==> config.mk <==
export PLATFORM = sky130hd
export DESIGN_NAME = midi_note_encoder
export DESIGN_NICKNAME = d
export VERILOG_FILES = /design/src/rtl/midi_note_encoder.sv
export SDC_FILE = /design/constraint.sdc
export NUM_CORES = 1
export LEC_CHECK = 0
export CORE_MARGIN = 5
export CORE_UTILIZATION = 51
export DETAILED_ROUTE_END_ITERATION = 16
export GPL_TIMING_DRIVEN = 0
export PLACE_DENSITY = 0.88
export REMOVE_ABC_BUFFERS = 1
export SETUP_SLACK_MARGIN = 0.02
export SKIP_CTS_REPAIR_TIMING = 1
export SYNTH_ARGS = -nofsm -noshare
export SYNTH_HDL_FRONTEND = slang
export SYNTH_SLANG_ARGS = --single-unit
export TNS_END_PERCENT = 1
==> constraint.sdc <==
create_clock -name clk -period 2.15 [get_ports clk]
set_input_delay 0.43 -clock clk [delete_from_list [all_inputs] [get_ports clk]]
set_output_delay 0.43 -clock clk [all_outputs]
set_load 0.005 [all_outputs]
==> src/rtl/midi_note_encoder.sv <==
// Serialises one MIDI note-on/note-off request into status/data bytes with a ready/valid handshake.
// Optional build macro MIDI_RUNNING_STATUS_EN drops a repeated status byte (running status).
module midi_note_encoder #(
    parameter int IDLE_GAP = 2
) (
    input  logic       clk,
    input  logic       rst,
    input  logic       noteReq,
    input  logic       noteIsOn,
    input  logic [3:0] channel,
    input  logic [6:0] note,
    input  logic [6:0] velocity,
    input  logic       read,
    output logic       busy,
    output logic [7:0] message,
    output logic       dataValid
);
    typedef enum logic [2:0] {IDLE, STATUS, DATA1, DATA2, GAP} state_t;

    localparam int GW = (IDLE_GAP > 1) ? $clog2(IDLE_GAP) : 1;

    state_t        state;
    logic [GW-1:0] gap_cnt;
    logic [6:0]    lat_note;
    logic [6:0]    lat_vel;
    logic [7:0]    req_status;
    logic          xfer;
    logic          skip_status;

    assign req_status = {(noteIsOn ? 4'h9 : 4'h8), channel};
    assign xfer       = dataValid & read;

`ifdef MIDI_RUNNING_STATUS_EN
    logic [7:0] last_status;
    logic       last_valid;
    assign skip_status = last_valid && (last_status == req_status);
`else
    assign skip_status = 1'b0;
`endif

    always_ff @(posedge clk) begin
        if (!rst) begin
            state     <= IDLE;
            busy      <= 1'b0;
            dataValid <= 1'b0;
            message   <= 8'h00;
            gap_cnt   <= '0;
            lat_note  <= '0;
            lat_vel   <= '0;
`ifdef MIDI_RUNNING_STATUS_EN
            last_status <= 8'h00;
            last_valid  <= 1'b0;
`endif
        end else begin
            case (state)
                IDLE: begin
                    if (noteReq) begin
                        lat_note  <= note;
                        lat_vel   <= velocity;
                        busy      <= 1'b1;
                        dataValid <= 1'b1;
                        if (skip_status) begin
                            state   <= DATA1;
                            message <= {1'b0, note};
                        end else begin
                            state   <= STATUS;
                            message <= req_status;
                        end
                    end
                end
                STATUS: begin
                    if (xfer) begin
                        state   <= DATA1;
                        message <= {1'b0, lat_note};
`ifdef MIDI_RUNNING_STATUS_EN
                        last_status <= message;
                        last_valid  <= 1'b1;
`endif
                    end
                end
                DATA1: begin
                    if (xfer) begin
                        state   <= DATA2;
                        message <= {1'b0, lat_vel};
                    end
                end
                DATA2: begin
                    if (xfer) begin
                        dataValid <= 1'b0;
                        message   <= 8'h00;
                        gap_cnt   <= '0;
                        if (IDLE_GAP == 0) begin
                            state <= IDLE;
                            busy  <= 1'b0;
                        end else begin
                            state <= GAP;
                        end
                    end
                end
                GAP: begin
                    // Counter runs 0..IDLE_GAP-1 so GAP lasts exactly IDLE_GAP cycles.
                    if (gap_cnt == GW'(IDLE_GAP - 1)) begin
                        state <= IDLE;
                        busy  <= 1'b0;
                    end else begin
                        gap_cnt <= gap_cnt + 1'b1;
                    end
                end
                default: begin
                    state     <= IDLE;
                    busy      <= 1'b0;
                    dataValid <= 1'b0;
                    message   <= 8'h00;
                end
            endcase
        end
    end
endmodule

==> out/metrics.json, run 1 <==
{
  "run_status": {"value": "finished, final reports clean"},
  "half_perimeter_wire_length_after_placement": {"value": 1970, "unit": "um"},
  "cts_clk_pin_slew_worst_paths": {"value": 0.16, "unit": "ns"},
  "p_switching": {"value": 289, "unit": "uW"},
  "mappedNetlistArea": {"value": 1290, "unit": "sq um"},
  "ioPinCount": {"value": 33},
  "drv.max_cap_violation_count": {"value": 0},
  "tightest_slew": {"value": 0.854, "unit": "ns"},
  "dr.pass1.iters": {"value": 4},
  "critical_path.slowest_cell": {"value": "sky130_fd_sc_hd__or4b_4"},
  "power_switching_share": {"value": 0.252},
  "cp_slowest_stage_delay": {"value": 0.77, "unit": "ns"},
  "finalHoldWorstSlack": {"value": 0.477, "unit": "ns"},
  "cts_sinks": {"value": 28},
  "dieArea": {"value": 3640, "unit": "sq um"},
  "grt_start_max_net_pins": {"value": 28},
  "routedWlPerCell": {"value": 14.2, "unit": "um"},
  "routabilityCongestion": {"value": 0.715},
  "worst_ep_required_time": {"value": 2.40, "unit": "ns"},
  "synth_seq_area_share": {"value": 0.434},
  "grt_first_pass_wirelength": {"value": 4500, "unit": "um"},
  "powerDensity": {"value": 693, "unit": "nW/um^2"},
  "fmax_achieved": {"value": 515, "unit": "MHz"},
  "seq_power_share": {"value": 0.517},
  "finalHoldViolations": {"value": 0},
  "fin_crit_sh": {"value": 0.902},
  "postSynth.topFlopCell": {"value": "sky130_fd_sc_hd__dfxtp_1"},
  "portBuffers": {"value": 32},
  "global_route_total_overflow": {"value": 0},
  "drtIter0Drc": {"value": 30},
  "netlist-cell-type-count": {"value": 32},
  "post_synth_most_frequent_cells": {"value": "sky130_fd_sc_hd__nand2_1 (31), sky130_fd_sc_hd__dfxtp_1 (28), sky130_fd_sc_hd__a21boi_0 (17)"},
  "ir_worst_vdd": {"value": 0.427, "unit": "mV"},
  "placeableCoreArea": {"value": 2450, "unit": "sq um"},
  "grt_use_total": {"value": 0.166},
  "critical_setup_path_class": {"value": "flop to flop"},
  "unrepaired_setup_endpoints_after_global_routing": {"value": "false"},
  "placement.cell_area": {"value": 1600, "unit": "sq um"},
  "antenna_found_initial": {"value": 0},
  "ctsRootBufferMaster": {"value": "sky130_fd_sc_hd__clkbuf_4"},
  "synth_edf_count": {"value": 0},
  "cp.arrival": {"value": 2.19, "unit": "ns"},
  "layout_min_cycle_time": {"value": 1.94, "unit": "ns"},
  "ys_top_cells_by_area": {"value": "sky130_fd_sc_hd__dfxtp_1 (43%), sky130_fd_sc_hd__a21boi_0 (9.9%), sky130_fd_sc_hd__nand2_1 (9.0%)"},
  "clock_tree.buffer_depth": {"value": 2},
  "synth_most_common_cell": {"value": "sky130_fd_sc_hd__nand2_1"},
  "combPwrFrac": {"value": 0.173},
  "crit_path_max_fanout": {"value": 20},
  "antennaDiodeCount": {"value": 0},
  "netlist_instances": {"value": 144},
  "dr_total_vias": {"value": 1119},
  "num-nets-final": {"value": 192},
  "synth_top_area_frac": {"value": 0.434},
  "clock_insertion_delay_worst_skew": {"value": 0.34, "unit": "ns"},
  "timing_max_transition_violations_final": {"value": 0},
  "numCtsBuffers": {"value": 3},
  "row_count": {"value": 18},
  "hp-class": {"value": "flop to flop"},
  "drc": {"value": 0},
  "critical_path.cell_chain": {"value": "or4b_4 -> o21a_4 -> a32o_1"},
  "total_setup_violations_reported_at_the_end_of_the_flow": {"value": 0},
  "tritoncts": {"value": "built"},
  "detail-route-antenna-nets": {"value": 0},
  "internal-power": {"value": 857, "unit": "uW"},
  "crit_path_end_kind": {"value": "flop"},
  "via_count_of_the_first_global_routing_pass": {"value": 1028},
  "share_of_post_route_cells_with_drive_strength_above_1": {"value": 0.0536},
  "die_w": {"value": 60.3, "unit": "um"},
  "yosys_register_bits": {"value": 28},
  "finalWirelength": {"value": 2820, "unit": "um"},
  "area.growth.synth_to_final": {"value": 28.0, "unit": "%"},
  "viasPerCell": {"value": 5.65},
  "initial_utilization": {"value": 0.527},
  "timing.clock.skew": {"value": 0.00890, "unit": "ns"},
  "syn_area_per_cell": {"value": 8.98, "unit": "sq um"},
  "relSlewSlack": {"value": 0.430},
  "h_tree_levels": {"value": 1},
  "yosysWarningCount": {"value": 0},
  "async_reset_ff_frac": {"value": 0},
  "fin_area": {"value": 1650, "unit": "sq um"},
  "p_clk_frac": {"value": 0.310},
  "netlist.top_cell.by_area": {"value": "sky130_fd_sc_hd__dfxtp_1"},
  "critPathLaunchType": {"value": "flop"},
  "dieHeight": {"value": 60.3, "unit": "um"},
  "p_leak": {"value": 0.000579, "unit": "uW"}
}
final cells by class:
class / instances / area (sq um)
clock buffer: 3 / 22.5
clock inverter: 1 / 30.0
inverter: 1 / 3.75
sequential: 28 / 561
multi-input combinational: 103 / 679
tap: 30 / 37.5
timing repair buffer: 32 / 320
fill: 208 / 801
worst max-delay path: cells and delay by family, from the launching register on:
family	cells	cell delay, ns
simple gates	1	0.77
flops	1	0.62
compound gates	2	0.46
final timing paths:
kind,from,endpoint,slack (ns),cells past startpoint
max reg2reg,state[1],message[0],0.21,3
min,lat_vel[1],lat_vel[1],0.48,2
min reg2reg,lat_vel[1],lat_vel[1],0.48,2
max,state[1],message[0],0.21,3
metal layers:
| metal | routed length [um] | vias up | track usage |
|---|---|---|---|
| met5 | 0 | - | 0 |
| met4 | 51 | 0 | 0.0791 |
| met3 | 164 | 7 | 0.0426 |
| met2 | 1280 | 36 | 0.258 |
| met1 | 1320 | 515 | 0.215 |
| li1 | - | 561 | - |
registers in the layout (all words and copies together), names as in the netlist:
register and flops:
message 8, dataValid 1, state 3, busy 1, gap_cnt 1, lat_note 7
lat_vel 7
cells in the final DEF, fill, tap and decap left out:
cell,Yosys,layout
sky130_fd_sc_hd__clkdlybuf4s50_1,0,32
sky130_fd_sc_hd__nand2_1,31,31
sky130_fd_sc_hd__dfxtp_1,28,28
sky130_fd_sc_hd__a21boi_0,17,17
sky130_fd_sc_hd__mux2i_1,5,5
sky130_fd_sc_hd__o2bb2ai_1,5,5
sky130_fd_sc_hd__a32o_1,5,5
sky130_fd_sc_hd__nor2_1,4,4
sky130_fd_sc_hd__a21oi_1,4,4
sky130_fd_sc_hd__nor2b_1,4,4
sky130_fd_sc_hd__o21ai_0,3,3
sky130_fd_sc_hd__o31ai_1,3,3
sky130_fd_sc_hd__clkbuf_4,0,3
sky130_fd_sc_hd__o21bai_1,2,2
sky130_fd_sc_hd__nand3_1,2,2
sky130_fd_sc_hd__a22oi_1,2,2
sky130_fd_sc_hd__o2111ai_1,2,2
sky130_fd_sc_hd__nor4b_4,1,1
sky130_fd_sc_hd__or4b_4,0,1
sky130_fd_sc_hd__a21boi_1,1,1
sky130_fd_sc_hd__nor3b_1,1,1
sky130_fd_sc_hd__nor3_1,1,1
sky130_fd_sc_hd__inv_1,1,1
sky130_fd_sc_hd__or3b_2,1,1
sky130_fd_sc_hd__and3_1,1,1
sky130_fd_sc_hd__o211a_1,1,1
sky130_fd_sc_hd__nand3b_1,1,1
sky130_fd_sc_hd__o21a_4,1,1
sky130_fd_sc_hd__nand2b_1,1,1
sky130_fd_sc_hd__o211ai_1,1,1
sky130_fd_sc_hd__a21oi_2,1,1
sky130_fd_sc_hd__xor2_1,1,1
sky130_fd_sc_hd__bufinv_16,0,1
cell families (layout without fill, tap and decap cells):
family / count (synthesis) / in the layout / share of synthesized area
compound gates: 48 / 48 / 0.290
xor+xnor: 1 / 1 / 0.00678
flops: 28 / 28 / 0.434
mux: 5 / 5 / 0.0387
simple gates: 49 / 49 / 0.187
buf+inv: 13 / 37 / 0.0436
power groups by stage:
| stage | sequential (uW) | combinational (uW) | clock (uW) |
|---|---|---|---|
| 2_1_floorplan | 595 | 97.7 | 0 |
| 3_5_place_dp | 603 | 197 | 0 |
| 3_3_place_gp | 600 | 192 | 0 |
| 6_report | 592 | 198 | 355 |
| 5_1_grt | 597 | 217 | 375 |
| 4_1_cts | 591 | 198 | 357 |
stage by stage:
stage                     setup WS, ns  power [uW]  setup TNS, ns  utilization  std cells
final                            0.210        1150              0        0.674        198
after global routing            0.0847        1190              0        0.674        198
after CTS                     -0.00907        1150        -0.0163        0.672        198
after detailed placement        -0.231         800          -1.49        0.651        194
after global placement          -0.229         792          -1.47        0.651        194
after floorplan                  0.292         693              0            -        132
Power figures use the tool's default switching activity.
==> inputs of run 2 (changes only) <==
--- a/config.mk
+++ b/config.mk
@@ -6,12 +6,12 @@
 export NUM_CORES = 1
 export LEC_CHECK = 0
 export CORE_MARGIN = 5
-export CORE_UTILIZATION = 51
+export CORE_UTILIZATION = 48
 export DETAILED_ROUTE_END_ITERATION = 16
 export GPL_TIMING_DRIVEN = 0
-export PLACE_DENSITY = 0.88
+export PLACE_DENSITY = 0.84
 export REMOVE_ABC_BUFFERS = 1
-export SETUP_SLACK_MARGIN = 0.02
+export SETUP_SLACK_MARGIN = 0.5
 export SKIP_CTS_REPAIR_TIMING = 1
 export SYNTH_ARGS = -nofsm -noshare
 export SYNTH_HDL_FRONTEND = slang
==> constraint.sdc (replaced) <==
create_clock -name clk -period 2 [get_ports clk]
set_input_delay 0.4 -clock clk [delete_from_list [all_inputs] [get_ports clk]]
set_output_delay 0.4 -clock clk [all_outputs]
set_load 0.005 [all_outputs]
==> run 2 against run 1 <==
  * Clock power is 5.6% higher
  * Final area is 2.3% higher
  * Wire length is 4.9% higher
  * Sequential power is 7.8% higher
  * Critical path depth is 2 lower
  * Cell count is 1.0% higher
  * Combinational power is 14% higher
  * Global-route usage is 0.13 points lower
  * Sequential share of layout area is 0.41 points lower
  * Worst setup slack better by 0.12 ns
  * Count of clock-buffer cells in the layout stayed put
  * First-iteration DRC count is 33% lower
==> out/metrics.json, run 2 (synthesized netlist as in run 1, its figures left out) <==
{
  "fin_crit_sh": {"value": 0.834},
  "p_leak": {"value": 0.000603, "unit": "uW", "change": "was 0.000579 uW"},
  "hp-class": {"value": "flop to flop", "change": "unchanged"},
  "share_of_post_route_cells_with_drive_strength_above_1": {"value": 0.0882, "change": "was 0.0536"},
  "finalHoldViolations": {"value": 0, "change": "unchanged"},
  "initial_utilization": {"value": 0.512, "change": "was 0.527"},
  "run_status": {"value": "finished, final reports clean", "change": "unchanged"},
  "critPathTopFamily": {"value": "buffers and inverters", "change": "was simple AND/OR/NAND/NOR gates"},
  "route.layer.met1.wl": {"value": 1320, "unit": "um", "change": "unchanged"},
  "dp_worst_setup_slack": {"value": -0.355, "unit": "ns", "change": "was -0.231 ns"},
  "dp_cells": {"value": 194, "change": "unchanged"},
  "ioPinCount": {"value": 33, "change": "unchanged"},
  "finalSetupTns": {"value": 0, "unit": "ns", "change": "unchanged"},
  "antenna_found_initial": {"value": 0, "change": "unchanged"},
  "clock_tree.buffer_depth": {"value": 2, "change": "unchanged"},
  "num-nets-final": {"value": 194, "change": "was 192"},
  "dr_total_vias": {"value": 1145, "change": "was 1119"},
  "dieArea": {"value": 3830, "unit": "sq um", "change": "was 3640 sq um"},
  "portBuffers": {"value": 32, "change": "unchanged"},
  "cts_clk_pin_slew_worst_paths": {"value": 0.16, "unit": "ns", "change": "about the same"},
  "cp_slowest_stage_delay": {"value": 0.51, "unit": "ns", "change": "was 0.77 ns"},
  "top_regs": {"value": "message (8), lat_note (7), lat_vel (7)", "change": "unchanged"},
  "tritoncts": {"value": "built", "change": "unchanged"},
  "area.growth.synth_to_final": {"value": 31.0, "unit": "%", "change": "was 28.0%"},
  "dr.pass1.iters": {"value": 4, "change": "unchanged"},
  "tightest_slew": {"value": 0.827, "unit": "ns", "change": "was 0.854 ns"},
  "ir_worst_vdd": {"value": 0.467, "unit": "mV", "change": "was 0.427 mV"},
  "total_setup_violations_reported_at_the_end_of_the_flow": {"value": 0, "change": "unchanged"},
  "stdcell_count": {"value": 200, "change": "was 198"},
  "drtIter0Drc": {"value": 20, "change": "was 30"},
  "unrepaired_setup_endpoints_after_global_routing": {"value": "true", "change": "was false"},
  "layout_min_cycle_time": {"value": 1.67, "unit": "ns"},
  "antennaDiodeCount": {"value": 0, "change": "unchanged"},
  "largest_register_ffs": {"value": 8, "change": "unchanged"},
  "grt_use_total": {"value": 0.165, "change": "was 0.166"},
  "cts_sinks": {"value": 28, "change": "unchanged"},
  "wl_met3": {"value": 122, "unit": "um", "change": "was 164 um"},
  "numCtsBuffers": {"value": 3, "change": "unchanged"},
  "half_perimeter_wire_length_after_placement": {"value": 2070, "unit": "um", "change": "was 1970 um"},
  "critPathLaunchType": {"value": "flop", "change": "unchanged"},
  "n_fill_cell": {"value": 232, "change": "was 208"},
  "relSlewSlack": {"value": 0.448, "change": "was 0.430"},
  "fin_ws": {"value": 0.331, "unit": "ns", "change": "was 0.210 ns"},
  "critical_setup_path_class": {"value": "flop to primary output", "change": "was flop to flop"},
  "finalWirelength": {"value": 2960, "unit": "um", "change": "was 2820 um"},
  "critical_path.cell_chain": {"value": "clkdlybuf4s50_1", "change": "was or4b_4 -> o21a_4 -> a32o_1"},
  "row_count": {"value": 18, "change": "unchanged"},
  "grt_start_max_net_pins": {"value": 28, "change": "unchanged"},
  "mostFrequentLayoutCells": {"value": "sky130_fd_sc_hd__nand2_1 (31), sky130_fd_sc_hd__clkdlybuf4s50_1 (31), sky130_fd_sc_hd__dfxtp_1 (25), sky130_fd_sc_hd__a21boi_0 (17)", "change": "was sky130_fd_sc_hd__clkdlybuf4s50_1 (32), sky130_fd_sc_hd__nand2_1 (31), sky130_fd_sc_hd__dfxtp_1 (28), sky130_fd_sc_hd__a21boi_0 (17)"},
  "placement.cell_area": {"value": 1600, "unit": "sq um", "change": "unchanged"},
  "routedWlPerCell": {"value": 14.8, "unit": "um", "change": "was 14.2 um"},
  "fin_area": {"value": 1690, "unit": "sq um", "change": "was 1650 sq um"},
  "drv.max_cap_violation_count": {"value": 0, "change": "unchanged"},
  "die_w": {"value": 61.9, "unit": "um", "change": "was 60.3 um"},
  "register_area": {"value": 567, "unit": "sq um", "change": "was 561 sq um"},
  "drc": {"value": 0, "change": "unchanged"},
  "multi_input_comb_area": {"value": 682, "unit": "sq um", "change": "was 679 sq um"},
  "critPathBufInv": {"value": 1, "change": "was 0"},
  "global_route_total_overflow": {"value": 0, "change": "unchanged"},
  "h_tree_levels": {"value": 1, "change": "unchanged"},
  "fmax_achieved": {"value": 599, "unit": "MHz"},
  "grt_first_pass_wirelength": {"value": 4660, "unit": "um", "change": "was 4500 um"},
  "regMostFlops": {"value": "message", "change": "unchanged"},
  "dieHeight": {"value": 61.9, "unit": "um", "change": "was 60.3 um"},
  "routabilityCongestion": {"value": 0.728, "change": "was 0.715"},
  "powerDensity": {"value": 732, "unit": "nW/um^2", "change": "was 693 nW/um^2"},
  "cp.arrival": {"value": 1.27, "unit": "ns", "change": "was 2.19 ns"},
  "clock_insertion_delay_worst_skew": {"value": 0.33, "unit": "ns", "change": "was 0.34 ns"},
  "ctsRootBufferMaster": {"value": "sky130_fd_sc_hd__clkbuf_4", "change": "unchanged"},
  "worst_ep_required_time": {"value": 1.60, "unit": "ns", "change": "was 2.40 ns"},
  "top_layer_used": {"value": "met4", "change": "unchanged"},
  "via_count_of_the_first_global_routing_pass": {"value": 1099, "change": "was 1028"},
  "timing.clock.skew": {"value": 0.0112, "unit": "ns", "change": "was 0.00890 ns"},
  "timing_max_transition_violations_final": {"value": 0, "change": "unchanged"},
  "met2_length": {"value": 1490, "unit": "um", "change": "was 1280 um"},
  "crit_path_max_fanout": {"value": 9, "change": "was 20"},
  "finish.utilization": {"value": 0.671, "change": "was 0.674"},
  "crit_path_end_kind": {"value": "primary output", "change": "was flop"},
  "placeableCoreArea": {"value": 2520, "unit": "sq um", "change": "was 2450 sq um"},
  "viasPerCell": {"value": 5.73, "change": "was 5.65"},
  "detail-route-antenna-nets": {"value": 0, "change": "unchanged"},
  "critical_path.slowest_cell": {"value": "sky130_fd_sc_hd__clkdlybuf4s50_1", "change": "was sky130_fd_sc_hd__or4b_4"}
}
run 2: final cells by class:
type	instances	area share
clock buffers	3	0.0133
clock inverters	1	0.0177
inverters	1	0.00222
multi-input cells	103	0.403
flip-flops and latches	28	0.335
well taps	30	0.0222
repair buffers	34	0.207
run 2: layer usage:
metal / global-route usage / vias up
li1: - / 564
met1: 0.202 / 549
met2: 0.293 / 29
met3: 0.0310 / 3
met4: 0.0455 / 0
met5: 0 / -
run 2: final timing paths:
check | startpoint | end | slack [ns] | cells after the start
hold / removal | lat_vel[5] | lat_vel[5] | 0.48 | 2
hold reg to reg | lat_vel[5] | lat_vel[5] | 0.48 | 2
setup reg to reg | state[1] | message[3] | 0.34 | 3
setup / recovery | dataValid | dataValid | 0.33 | 1
run 2: through the flow:
| step | power [uW] | hold slack, ns |
|---|---|---|
| 4_1_cts | 1230 | 0.482 |
| 3_3_place_gp | 850 | 0.442 |
| 3_5_place_dp | 861 | 0.463 |
| 6_report | 1240 | 0.476 |
| 5_1_grt | 1290 | 0.499 |
| 2_1_floorplan | 745 | 0.435 |
run 2: power breakdown:
part / switching [uW] / internal, uW
registers: 41.8 / 597
logic: 92.9 / 132
clock network: 172 / 203
